**config.mk**
```make
export PLATFORM = sky130hd
export DESIGN_NAME = cache_ctrl
export DESIGN_NICKNAME = d
export VERILOG_FILES = /design/src/rtl/cache_ctrl.sv
export SDC_FILE = /design/constraint.sdc
export NUM_CORES = 1
export LEC_CHECK = 0
export ABC_AREA = 1
export CAP_MARGIN = 20
export CORE_AREA = 2 2 129 131
export DETAILED_ROUTE_END_ITERATION = 10
export DIE_AREA = 0 0 131 133
export PLACE_DENSITY_LB_ADDON = 0.05
export SLEW_MARGIN = 30
export SYNTH_ARGS = -nofsm -noshare
export SYNTH_HDL_FRONTEND = slang
export SYNTH_SLANG_ARGS = --single-unit
```
**constraint.sdc**
```tcl
create_clock -name clk -period 6.1 [get_ports clk]
set_input_delay 1.83 -clock clk [delete_from_list [all_inputs] [get_ports clk]]
set_output_delay 1.83 -clock clk [all_outputs]
set_load 0.1 [all_outputs]
```
**src/rtl/cache_ctrl.sv**
```systemverilog
// ---------------------------------------------------------------------------
// cache_ctrl
//
// Purpose:
//    Cache management FSM between the CPU memory stage and a 2-way
//    set-associative cache storage array. A lookup takes two cycles
//    (present address, then check the registered hit). On a miss the CPU is
//    stalled. A dirty victim line is written back word by word. The line is
//    then refilled from main memory, and the held request is replayed so it
//    hits.
//
// Ports:
//    clk, rst            clock, asynchronous active-high reset
//    addr_rw             CPU byte address (held while stall=1)
//    en_r / en_w         CPU load / store request (store wins)
//    u_b_h_w             RV32I width/sign code of the access
//    data_w / data_r     CPU store data / CPU load data
//    stall               CPU must hold its request
//    cache_addr          address presented to the cache array
//    cache_load          lookup strobe for a load
//    cache_store         full-word refill write strobe
//    cache_edit          CPU store (merge) strobe
//    cache_invalid       invalidate strobe (unused, tied low)
//    cache_u_b_h_w       width code to the cache
//    cache_din           write data to the cache
//    cache_hit           registered cache status for the last address
//    cache_valid         registered valid bit of the selected/victim line
//    cache_dirty         registered dirty bit of the selected/victim line
//    cache_tag           registered tag of the victim line
//    cache_dout          registered cache read data
//    mem_cs_o, mem_we_o  main memory request / write enable
//    mem_addr_o          word-aligned memory address
//    mem_data_o          memory write data
//    mem_data_i          memory read data (valid with mem_ack_i)
//    mem_ack_i           single-cycle completion of a memory transfer
// ---------------------------------------------------------------------------
module cache_ctrl #(
   parameter int ADDR_BITS           = 32,
   parameter int TAG_BITS            = 23,
   parameter int SET_INDEX_WIDTH     = 5,
   parameter int ELEMENT_WORDS_WIDTH = 2,
   parameter int WORD_BYTES_WIDTH    = 2
) (
   input  logic                       clk,
   input  logic                       rst,
   input  logic [ADDR_BITS-1:0]       addr_rw,
   input  logic                       en_r,
   input  logic                       en_w,
   input  logic [2:0]                 u_b_h_w,
   input  logic [31:0]                data_w,
   output logic [31:0]                data_r,
   output logic                       stall,
   output logic [ADDR_BITS-1:0]       cache_addr,
   output logic                       cache_load,
   output logic                       cache_store,
   output logic                       cache_edit,
   output logic                       cache_invalid,
   output logic [2:0]                 cache_u_b_h_w,
   output logic [31:0]                cache_din,
   input  logic                       cache_hit,
   input  logic                       cache_valid,
   input  logic                       cache_dirty,
   input  logic [TAG_BITS-1:0]        cache_tag,
   input  logic [31:0]                cache_dout,
   output logic                       mem_cs_o,
   output logic                       mem_we_o,
   output logic [ADDR_BITS-1:0]       mem_addr_o,
   output logic [31:0]                mem_data_o,
   input  logic [31:0]                mem_data_i,
   input  logic                       mem_ack_i
);

   localparam int OFFSET_BITS = ELEMENT_WORDS_WIDTH + WORD_BYTES_WIDTH;
   localparam logic [ELEMENT_WORDS_WIDTH-1:0] CNT_ONE  = 1;
   localparam logic [ELEMENT_WORDS_WIDTH-1:0] CNT_LAST = '1;
   localparam logic [2:0] WIDTH_WORD = 3'b010;

   typedef enum logic [2:0] {
      S_IDLE,
      S_CHECK,
      S_BK_RD,
      S_BK_WR,
      S_FILL
   } state_t;

   state_t                         r_state;
   state_t                         w_state_next;
   logic [ELEMENT_WORDS_WIDTH-1:0] r_word_cnt;
   logic [ELEMENT_WORDS_WIDTH-1:0] w_word_cnt_next;
   logic [TAG_BITS-1:0]            r_victim_tag;
   logic [TAG_BITS-1:0]            w_victim_tag_next;
   logic [31:0]                    r_data_r;
   logic [31:0]                    w_data_r_next;

   logic                           w_req;
   logic [TAG_BITS-1:0]            w_addr_tag;
   logic [SET_INDEX_WIDTH-1:0]     w_addr_index;
   logic [ADDR_BITS-1:0]           w_line_addr;
   logic [ADDR_BITS-1:0]           w_victim_addr;
   logic                           w_last_word;

   assign w_req        = en_r | en_w;
   assign w_addr_tag   = addr_rw[ADDR_BITS-1 -: TAG_BITS];
   assign w_addr_index = addr_rw[OFFSET_BITS +: SET_INDEX_WIDTH];
   assign w_last_word  = (r_word_cnt == CNT_LAST);

   // Word currently being moved, in the requested line and in the victim line
   assign w_line_addr   = {w_addr_tag, w_addr_index, r_word_cnt, {WORD_BYTES_WIDTH{1'b0}}};
   assign w_victim_addr = {r_victim_tag, w_addr_index, r_word_cnt, {WORD_BYTES_WIDTH{1'b0}}};

   // The only cycle a request is not stalled is the check cycle that hits
   assign stall         = w_req & ~((r_state == S_CHECK) & cache_hit);
   assign cache_invalid = 1'b0;

   always_ff @(posedge clk or posedge rst) begin
      if (rst) begin
         r_state      <= S_IDLE;
         r_word_cnt   <= '0;
         r_victim_tag <= '0;
         r_data_r     <= '0;
      end else begin
         r_state      <= w_state_next;
         r_word_cnt   <= w_word_cnt_next;
         r_victim_tag <= w_victim_tag_next;
         r_data_r     <= w_data_r_next;
      end
   end

   always_comb begin
      w_state_next      = r_state;
      w_word_cnt_next   = r_word_cnt;
      w_victim_tag_next = r_victim_tag;
      w_data_r_next     = r_data_r;
      data_r            = r_data_r;
      cache_addr        = addr_rw;
      cache_load        = 1'b0;
      cache_store       = 1'b0;
      cache_edit        = 1'b0;
      cache_u_b_h_w     = WIDTH_WORD;
      cache_din         = data_w;
      mem_cs_o          = 1'b0;
      mem_we_o          = 1'b0;
      mem_addr_o        = w_line_addr;
      mem_data_o        = cache_dout;

      case (r_state)
         S_IDLE: begin
            cache_u_b_h_w = u_b_h_w;
            // Strobes are masked while reset is held so the array sees no
            // access even if the CPU keeps a request up through reset.
            cache_edit    = en_w & ~rst;
            cache_load    = en_r & ~en_w & ~rst;
            if (w_req) begin
               w_state_next = S_CHECK;
            end
         end

         S_CHECK: begin
            cache_u_b_h_w = u_b_h_w;
            if (cache_hit) begin
               data_r        = cache_dout;
               w_data_r_next = cache_dout;
               w_state_next  = S_IDLE;
            end else if (cache_valid & cache_dirty) begin
               w_victim_tag_next = cache_tag;
               w_word_cnt_next   = '0;
               w_state_next      = S_BK_RD;
            end else begin
               w_word_cnt_next = '0;
               w_state_next    = S_FILL;
            end
         end

         S_BK_RD: begin
            // The requested tag misses, so the array returns the victim
            // way's word at this offset on cache_dout next cycle.
            cache_addr   = w_line_addr;
            w_state_next = S_BK_WR;
         end

         S_BK_WR: begin
            cache_addr = w_line_addr;
            mem_cs_o   = 1'b1;
            mem_we_o   = 1'b1;
            mem_addr_o = w_victim_addr;
            if (mem_ack_i) begin
               if (w_last_word) begin
                  w_word_cnt_next = '0;
                  w_state_next    = S_FILL;
               end else begin
                  w_word_cnt_next = r_word_cnt + CNT_ONE;
                  w_state_next    = S_BK_RD;
               end
            end
         end

         S_FILL: begin
            mem_cs_o = 1'b1;
            if (mem_ack_i) begin
               cache_store = 1'b1;
               cache_addr  = w_line_addr;
               cache_din   = mem_data_i;
               if (w_last_word) begin
                  // Request is still held: IDLE replays the lookup
                  w_state_next = S_IDLE;
               end else begin
                  w_word_cnt_next = r_word_cnt + CNT_ONE;
               end
            end
         end

         default: begin
            w_state_next = S_IDLE;
         end
      endcase
   end

endmodule
```
---- Word-level counts from Yosys, hierarchy flattened ----
Cells that the tools add are included.
storage, ports and cells
  bits of input ports ..................... 162
  bits in registers ....................... 60
  output and inout port bits .............. 170
cells by class
  reduce and logical (&&, ||, !) cells .... 8
  $add $sub $neg .......................... 1
  bitwise logic cells ..................... 11
  mux-type cells .......................... 28
  equality and inequality tests ........... 11
operators with widths
  cell                                                  number
  two-way mux 32 bit                                    5
  two-way mux 3 bit                                     8
  case mux 3 bit (5 select lines)                       1
  != test 2 bit (second input constant)                 6
  two-way mux 2 bit                                     5
  case mux 4 bit (2 select lines)                       1
  AND 1 bit                                             6
  equality test 3 x 2 -> 1 bit (second input constant)  2
  two-way mux 1 bit                                     6
  case mux 2 bit (3 select lines)                       1
  OR reduction 2 bit                                    3
  AND reduction 5 bit                                   1
  two-way mux 4 bit                                     1
  inverter 1 bit                                        4
  AND reduction 4 bit                                   1
  equality test 3 x 1 -> 1 bit (second input constant)  1
  equality test 3 bit (second input constant)           1
  zero test 3 bit                                       1
  AND reduction 3 bit                                   1
  nonzero test 3 bit                                    1
  adder 2 x 1 -> 2 bit (second input constant)          1
  equality test 2 bit (second input constant)           1
  OR 1 bit                                              1

---- Depth between registers and ports, before layout ----
  depth after elaboration ................. 4
  depth in mapped cells ................... 10
  mapped depth without buffers ............ 9

---- Worst setup path before layout ----
No wires, ideal clock.
  path type ............................... input -> output
  start point ............................. input port en_w
  end point ............................... output port cache_load
  data required time ...................... 4.270 ns
  stages .................................. 1
  buffers on the path ..................... 0
  data arrival time ....................... 4.777 ns
  setup slack ............................. -0.507 ns
  cell sequence ........................... nor4_1
between the ends
  word-level cells in the longest chain between the ends .. 4
ends and longest elaborated chain
  what                    line  RTL
  start: declaration      48    input logic en_w,
  inverter 1 bit          152   cache_load = en_r & ~en_w & ~rst;
  AND 1 bit (2 in a row)  152
  two-way mux 1 bit       146   case (r_state)
  end: declaration        54    output logic cache_load,
Every way passes these cells.

---- Final worst setup path ----
  start point ............................. input port cache_hit
  end point ............................... output port data_r[18]
between the ends
  word-level cells in the longest chain between the ends .. 2
ends and longest elaborated chain
  what                line  RTL
  start: declaration  60    input logic cache_hit,
  two-way mux 32 bit  160   if (cache_hit) begin
  two-way mux 32 bit  146
  end: declaration    51    output logic [31:0] data_r,
Every way passes these cells.

==> results.md <==
* Port Buffer Count at 313
* Setup Crit Path Kind: primary input to primary output
* Via count of the first global-routing pass at 4210
* Total leakage power at 3.831 nW
* Vias after detailed routing at 4295
* Die extent in x at 131 um
* Synth Area in Simple Gates at between 30% and 40%
* Xor and xnor fraction of the mapped netlist area at 0%
* Async S/R FF share, synth at 100.0%
* Most repeated cell in the gate-level netlist after synthesis: nand2_1
* GRT met3 Usage at 5.904%
* PostCTS Resize Cnt at 0
* Routed len/inst at 14.47 um
* Number of antenna violations at the first check in global routing at 0
* Post-synth EDFFs at 0
* Total clock sinks at 60
* Data arrival time at the worst-slack endpoint at roughly 3.4 ns
* Rel. slew slack at 31.38%
* Endpoint of the lowest-slack register-to-register path: r_victim_tag[0]
* CTS tree: yes
* Total CTS buffers at 9
* Global-route usage over all layers at 16.77%
* Routed wire length at 14950 um
* Slew Viols, Final at 0
* Post-Place Setup Slack at 0.7838 ns
* Fin Clk Skew at 0.002940 ns
* First-pass GRT wire length at 22400 um
* Vias per inst at 4.158
* Worst-path clk slew at 0.05 ns
* Area growth from synthesis to layout at 91.26%
* Worst hold-check path type: flop to flop
* Most area-consuming cells after synthesis: dfrtp_1 (39%), nand2_1 (32%), buf_4 (14%)
* Io pins at 332
* Most Used Layer, Global Route: met2
* Die H at 133 um
* Combined area of all synthesized cells at between 3000 and 4000 um2
* Data required time at the worst endpoint at around 4.3 ns
* Total core area at 16170 um2
* Floorplan die area at 17420 um2
* Aggregate global routing overflow at 0
* Buffers inserted by post-CTS timing repair at 0
* Max Cap Violations at 0
* Unrepaired setup endpoints after global routing: false
* Share of post-route cells with drive strength above 1 at 23.49%
* Total number of placement rows at 47
* Most instantiated cells after synthesis: nand2_1 (327), buf_4 (75), dfrtp_1 (60)
* Total of warnings raised by yosys at 0
* Startpoint kind of the worst setup timing path: primary input
* Setup TNS at 0 ns
* DR pass1 iterations at 4
* Clock network latency to the later pin of the worst-skew pair at about 0.33 ns
* Syn avg cell area at 6.853 um2
* Clock root buffer: clkbuf_16
* Main combinational cell family by area after synthesis: simple AND/OR/NAND/NOR gates
* Count of routing violations after the opening detailed-route iteration at approximately 130
* Critical Path Start: cache_hit
* Post-layout nets at between 900 and 1000
* Pin count of the biggest net entering global routing at 39
* Yosys cell types at 29
* Inserted Diodes at 0
* Number of nets with antenna violations after detailed routing at 0
* Clock period minus final worst setup slack at 5.274 ns
* Mux cell area share after synthesis at 0%
* Fraction of synthesized cell area taken by the top area cell type at approximately 39%
* Power density over the cells at 595.4 nW/um2
* Number of register bits inferred by synthesis at 60
* Transition time of the tightest slew-check pin at 1.026 ns
* Cell accounting for the most synthesized area: dfrtp_1
* Number of H-tree levels at 3
* Worst reg2reg setup slack at between 4 and 5 ns
* Capture point of the critical path: data_r[18]
* DRC Markers at 0
* Final HPWL DP at 11990 um
* Kind of capture point of the worst setup path: primary output
* Depth of the worst register-to-register path at 6
* Most used flip-flop cell after synthesis: dfrtp_1
* RD Place Congestion at roughly 0.77
* Hold-fix buffers, CTS at 0
* Maximum vdd drop at 0.4033 mV
* Setup slack of the critical path after layout at just over 0.8 ns
* Syn Inst Count at 568
* Achievable clock frequency at 189.6 MHz
* Initial core utilization at 24.07%
* Reg-to-reg critical path startpoint: r_state[2]
* Grt met1 use at 17.74%
* Crit share post-route at 86.46%
* Clk buf depth at 2
* Count of final hold-check violations at 0
* Met2 track demand over resource in global routing at a little under a third
* Sequential share of the synthesized area at between 30% and 40%
* Complex-gate fraction of the synthesized area at 1.446%
* Run status: completed
* Maximum fanout along the worst path at 33
* Count of final setup violators at 0
* Post-synthesis share of cell area spent on full adders, half adders and majority gates at 0.6429%
[layout by cell type (no fill, tap or decap), types with 2 or more instances in the layout]
master,synthesis,final
nor2_1,9,8
o21ai_1,2,2
conb_1,1,3
clkbuf_8,0,2
nand3_1,30,30
nor2_2,1,2
buf_12,0,69
clkbuf_1,2,2
clkbuf_16,0,9
inv_2,5,6
ha_1,2,2
a21oi_1,3,3
inv_1,18,17
nand2_1,327,327
o21ai_0,3,3
buf_4,75,91
clkdlybuf4s50_1,0,160
nand4_1,3,3
clkinv_2,0,2
dfrtp_1,60,60
nand2_4,2,2
[sequential cells by signal, summed over array words and instances (netlist names)]
register,count
r_data_r,32
r_state,3
r_victim_tag,23
r_word_cnt,2
[layer usage]
| metal | routed length, um | share of wire (%) |
|---|---|---|
| met1 | 5440 | 36 |
| met2 | 7839 | 52 |
| met3 | 1438 | 9.6 |
| met4 | 233 | 1.6 |
| met5 | 0 | 0 |
[how the worst min path moves through the flow]
stage | slack, ns | startpoint | depth (start not counted) | endpoint
after detailed placement | 0.46 | r_victim_tag[14] | 2 | r_victim_tag[14]
after floorplan | 0.44 | r_victim_tag[10] | 2 | r_victim_tag[10]
final | 0.47 | r_victim_tag[3] | 2 | r_victim_tag[3]
after global routing | 0.49 | r_victim_tag[6] | 2 | r_victim_tag[6]
after CTS | 0.47 | r_victim_tag[14] | 2 | r_victim_tag[14]
after global placement | 0.46 | r_victim_tag[3] | 2 | r_victim_tag[3]
[per-stage QoR]
step	hold slack (ns)	instance area [um2]	cells	power, mW	utilization (%)
final	0.4713	7445	1033	4.432	46.03
after global routing	0.4933	7445	1033	4.625	46.03
after CTS	0.4735	7445	1033	4.482	46.03
after detailed placement	0.4603	7174	1018	3.998	44.36
after global placement	0.4565	7174	1018	3.981	44.36
after floorplan	0.4422	3906	570	2.929	-
[where the power goes]
| group | internal, mW | switching, mW | total [mW] | leakage [nW] |
|---|---|---|---|---|
| clock network | 0.293 | 0.172 | 0.465 | 0.135 |
| logic | 0.961 | 2.34 | 3.30 | 2.94 |
| registers | 0.577 | 0.0896 | 0.667 | 0.751 |
| total | 1.83 | 2.60 | 4.43 | 3.83 |
[final cells by class]
cell class | instances | area (um2)
fillers | 1615 | 8727
repair buffers | 320 | 3666
multi-input cells | 395 | 1645
flip-flops and latches | 60 | 1501
well taps | 220 | 275.3
clock buffers | 13 | 260.3
inverters | 23 | 86.33
clock inverters | 2 | 10.01
[kinds of logic (layout without fill, tap and decap cells)]
kind of cell             after synthesis  after routing
buffers and inverters                115            358
AND/OR/NAND/NOR                      381            381
AO/OA/AOI/OAI                          9              9
other                                  1              3
flip-flops                            60             60
adder cells (fa/ha/maj)                2              2
[worst max-delay path: stages]
cell and delay, ns:
clkdlybuf4s50_1 0.53, nand4_2 0.13, inv_2 0.45, nand2_1 0.12, nand2_1 0.16, buf_12 0.19
Power figures use the tool's default switching activity.
==> RTL change 1 (config.mk and constraints unchanged) <==
Encoding of `state_t`: now one-hot (5 bits for 5 states).
--- a/src/rtl/cache_ctrl.sv
+++ b/src/rtl/cache_ctrl.sv
@@ -77,8 +77,8 @@
 
-   typedef enum logic [2:0] {
-      S_IDLE,
-      S_CHECK,
-      S_BK_RD,
-      S_BK_WR,
-      S_FILL
+   typedef enum logic [4:0] {
+      S_IDLE  = 5'b00001,
+      S_CHECK = 5'b00010,
+      S_BK_RD = 5'b00100,
+      S_BK_WR = 5'b01000,
+      S_FILL  = 5'b10000
    } state_t;
Check against the original RTL: no difference found for any inputs over 4 cycles, from zero or initial values and one cycle with rst high; so few cycles prove little.
==> RTL change 1 against the unedited design <==
Non-clock buffer count shrank 4. Final area shrank 3.9%. Clock power grew 17%. Total power shrank 18%. Combinational power shrank 27%. Maximum frequency shrank 1.6%. Sequential cell count grew 2. Wire length shrank 3.4%. Worst setup slack lost 86 ps. Area after synthesis grew 3.3%. Critical path type unchanged. Critical endpoint is now cache_addr[0]. Largest cell class unchanged.
==> RTL change 1: results (changes against the unedited design) <==
* Worst min-delay path endpoint: r_victim_tag[10]$_DFFE_PP0P_
- The endpoint identified for the worst register-to-register timing path is r_state[4]$_DFFE_PP0P_.
- Maximum net fanout on the critical path: 35 (+6.1%)
- The DRC marker count from the first detailed-route iteration was 103 (-20%).
- Arr. time, crit path: 3530 ps (+90 ps)
* Result of the run: completed
- Worst slack after detailed placement: 714 ps (-70.0 ps)
* Origin of the critical flop-to-flop path: r_state[4]$_DFFE_PP0P_
* Leakage: 3.72 nW (-2.8%)
* Proportion of layout cells with a drive suffix above 1: 23.7% (+0.17 points)
* Crit path launch: mem_ack_i
- The worst clock skew on the final layout is 7.58 ps (+4.64 ps).
- Routability-driven placement congestion ratio: 0.751 (-2.1%)
- The setup slack on the worst flop-to-flop path came to 3640 ps (-590 ps).
- First-pass GRT wire length: 21800 um (-2.5%)
- The via count normalized by instance count came to 4.08 (-1.8%).
* Largest registers: r_data_r (32), r_victim_tag (23), r_state (5)
* Peak supply drop: 0.337 mV (-16%)
- The worst slew margin relative to its limit is 32.7% (+1.3 points).
* GRT Resource Usage Total: 16.2% (-0.53 points)
- The number of cell instances on the worst register-to-register path came to 5 (-1).
* Compound-Gate Fraction of Synth Area: 4.20% (+2.8 points)
* Top cells by count, synth: sky130_fd_sc_hd__nand2_1 (299), sky130_fd_sc_hd__buf_4 (72), sky130_fd_sc_hd__dfrtp_1 (61)
- The distinct cell type count of the synthesized netlist came to 28 (-3.4%).
- Biggest area contributors in the synthesized netlist: sky130_fd_sc_hd__dfrtp_1 (38%), sky130_fd_sc_hd__nand2_1 (28%), sky130_fd_sc_hd__buf_4 (13%)
- Routed wire length: 14400 um (-3.4%)
- The area share of fa/ha/maj cells after synthesis is 0.311% (-0.33 points).
- Final nets: 978 (+0.51%)
* Largest net degree at the start of global routing: 63 (+62%)
- Post-CTS resize count: 0 (unchanged)
-- RTL change 1: cell count changes in the layout (fill, tap and decap cells not counted), moves of 3 or more --
cell and delta:
sky130_fd_sc_hd__inv_1 +24, sky130_fd_sc_hd__buf_12 -33, sky130_fd_sc_hd__a21oi_1 +3, sky130_fd_sc_hd__nand2_1 -28, sky130_fd_sc_hd__buf_4 +30, sky130_fd_sc_hd__nand4_1 +5, sky130_fd_sc_hd__nor2_1 +8, sky130_fd_sc_hd__o21ai_1 +8
sky130_fd_sc_hd__nand3_1 -24, sky130_fd_sc_hd__o21ai_0 +13
-- RTL change 1: logic make-up (layout without fill, tap and decap cells) --
| logic type | count (synthesis) | after routing |
|---|---|---|
| compound gates | 33 | 33 |
| fa+ha+maj | 1 | 1 |
| buf+inv | 137 | 378 |
| flops | 62 | 62 |
| other cells | 1 | 4 |
| simple gates | 343 | 343 |
-- RTL change 1: worst max path at each step --
stage	end	slack, ps	cells after the start
after floorplan	cache_edit	100	3
after global placement	cache_addr[0]	770	7
after detailed placement	cache_addr[0]	710	7
after CTS	cache_addr[0]	710	7
after global routing	cache_addr[0]	630	7
final	cache_addr[0]	740	7
-- RTL change 1: per-stage QoR --
step / instances / utilization (%) / area [um2] / hold slack (ps) / power, mW
2_1_floorplan: 579 / - / 4040 / 453 / 2.34
3_3_place_gp: 1024 / 42.3 / 6840 / 475 / 3.10
3_5_place_dp: 1024 / 42.3 / 6830 / 475 / 3.11
4_1_cts: 1040 / 44.2 / 7150 / 489 / 3.68
5_1_grt: 1040 / 44.2 / 7150 / 515 / 3.80
6_report: 1041 / 44.2 / 7150 / 484 / 3.63
-- RTL change 1: report_power, final --
part	internal (mW)	leakage, nW	total (mW)	switching (mW)
sequential	0.593	0.785	0.670	0.0772
combinational	0.714	2.79	2.42	1.70
clock	0.357	0.152	0.542	0.186
total	1.66	3.72	3.63	1.97
-- RTL change 1: layout make-up --
class,count,area (um2)
Antenna cell,1,2.50
Clock buffer,10,229
Tap cell,220,275
Sequential cell,62,1550
Clock inverter,6,86.3
Timing Repair Buffer,316,3220
Multi-Input combinational cell,380,1620
Fill cell,1629,9020
Inverter,46,175
-- RTL change 1: worst max-delay path, delay by kind of cell --
| kind | cells | cell delay [ps] |
|---|---|---|
| buffers and inverters | 4 | 1140 |
| AND/OR/NAND/NOR | 3 | 550 |
-- RTL change 1: metal layers --
metal | global-route usage (%) | part of all wire (%) | up-vias
met5 | 0 | 0 | -
met4 | 4.55 | 1.2 | 0
met3 | 5.34 | 9.5 | 18
met2 | 30.4 | 52 | 190
met1 | 17.0 | 37 | 1875
li1 | - | - | 2168
==> RTL change 2 (same settings) <==
Without the edit above. Take the reset off `r_victim_tag` and `r_data_r` and load them in a clocked block of their own.
--- a/src/rtl/cache_ctrl.sv
+++ b/src/rtl/cache_ctrl.sv
@@ -118,4 +118,2 @@
          r_word_cnt   <= '0;
-         r_victim_tag <= '0;
-         r_data_r     <= '0;
       end else begin
@@ -123,5 +121,8 @@
          r_word_cnt   <= w_word_cnt_next;
-         r_victim_tag <= w_victim_tag_next;
-         r_data_r     <= w_data_r_next;
       end
+   end
+
+   always_ff @(posedge clk) begin
+      r_victim_tag <= w_victim_tag_next;
+      r_data_r     <= w_data_r_next;
    end
Behaviour: differs if rst is asserted again (counterexample within 4 cycles, from zero or initial values and one cycle with rst high); with rst held inactive, the same outputs for 4 cycles.
==> RTL change 2 against the unedited design <==
Cell count decreased by 13%. Final area decreased by 3.3%. Sequential cell count unchanged. Worst setup slack got worse by 120 ps. Wire length decreased by 9.1%. Total power increased by 2.9%. Global-route usage decreased by 1.6 points. Area after synthesis decreased by 8.1%.
==> RTL change 2: results (changes against the unedited design) <==
* Peak supply drop: 0.527 mV (+31%)
- Proportion of register bits with asynchronous set or reset after synthesis: 8.33% (-92 points)
- The largest net degree at the start of global routing is 35 (-10%).
* First-pass detailed-route iteration total: 5 (+1)
- The distinct cell type count of the synthesized netlist was 27 (-6.9%).
- Placed instance area: 0.00687 mm2 (-4.2%)
- The worst hold path depth came to 1 (-1).
- In this run the most critical hold path is launched from r_data_r[22]$_DFF_P_.
- Via count of the first global-routing pass: 3555 (-16%)
* Maximum net fanout on the critical path: 19 (-42%)
- The number of cell instances on the worst register-to-register path is 3 (-3).
- Proportion of layout cells with a drive suffix above 1: 32.2% (+8.7 points)
- Compound-Gate Fraction of Synth Area: 0.769% (-0.68 points)
- Part of the Yosys area used for sequential elements: 40.7% (+2.1 points)
- Cell count after placement: 882 (-13%)
- The global-route track usage on met1 was 15.1% (-2.6 points).
- Worst stage delay on the critical path: 550 ps (+20 ps)
- The worst hold slack across all endpoints came to 493 ps (+21.9 ps).
- The overall track demand over capacity in global routing came to 15.2% (-1.6 points).
- The detailed placement HPWL was 11100 um (-7.6%).
* Biggest area contributors in the synthesized netlist: sky130_fd_sc_hd__nand2_1 (20%), sky130_fd_sc_hd__edfxtp_1 (19%), sky130_fd_sc_hd__dfxtp_1 (18%)
- Arr. time, crit path: 3570 ps (+130 ps)
* Result of the run: completed
- The global placement routability congestion came to 0.782 (+1.9%).
- The amount of wire on met3 after detailed routing was 1530 um (+6.3%).
- The overall routed net length is 13600 um (-9.1%).
- The power of the sequential group is 622 uW (-6.7%).
- Slew Limit Headroom: 36.1% (+4.7 points)
- Switching Power: 2.56 mW (-1.5%)
* First-pass GRT wire length: 19700 um (-12%)
* Final nets: 837 (-14%)
- The clock share of power is 12.1% (+1.6 points).
* Worst min-delay path endpoint: r_data_r[22]$_DFF_P_
- The area share of fa/ha/maj cells after synthesis came to 0.699% (+0.056 points).
* Mean instance size in the synthesized netlist: 8.38 um2 (+22%)
- The critical path ends at data_r[27].
- Length of routed met2 wiring: 7330 um (-6.4%)
RTL change 2: changes by cell type in the layout (fill, tap and decap cells not counted), moves of 3 or more:
cell,change
sky130_fd_sc_hd__buf_2,+3
sky130_fd_sc_hd__buf_4,-3
sky130_fd_sc_hd__clkdlybuf4s50_1,-3
sky130_fd_sc_hd__dfrtp_1,-55
sky130_fd_sc_hd__dfxtp_1,+32
sky130_fd_sc_hd__edfxtp_1,+23
sky130_fd_sc_hd__inv_2,-4
sky130_fd_sc_hd__mux2_2,+3
sky130_fd_sc_hd__mux2_4,+29
sky130_fd_sc_hd__nand2_1,-135
sky130_fd_sc_hd__nand3_1,-20
RTL change 2: area by class of cell:
type | instances | area, um2
multi-input cells | 267 | 1460
well taps | 220 | 275
fillers | 1591 | 8970
clock inverters | 7 | 98.8
clock buffers | 9 | 225
repair buffers | 316 | 3610
flip-flops and latches | 60 | 1460
inverters | 19 | 71.3
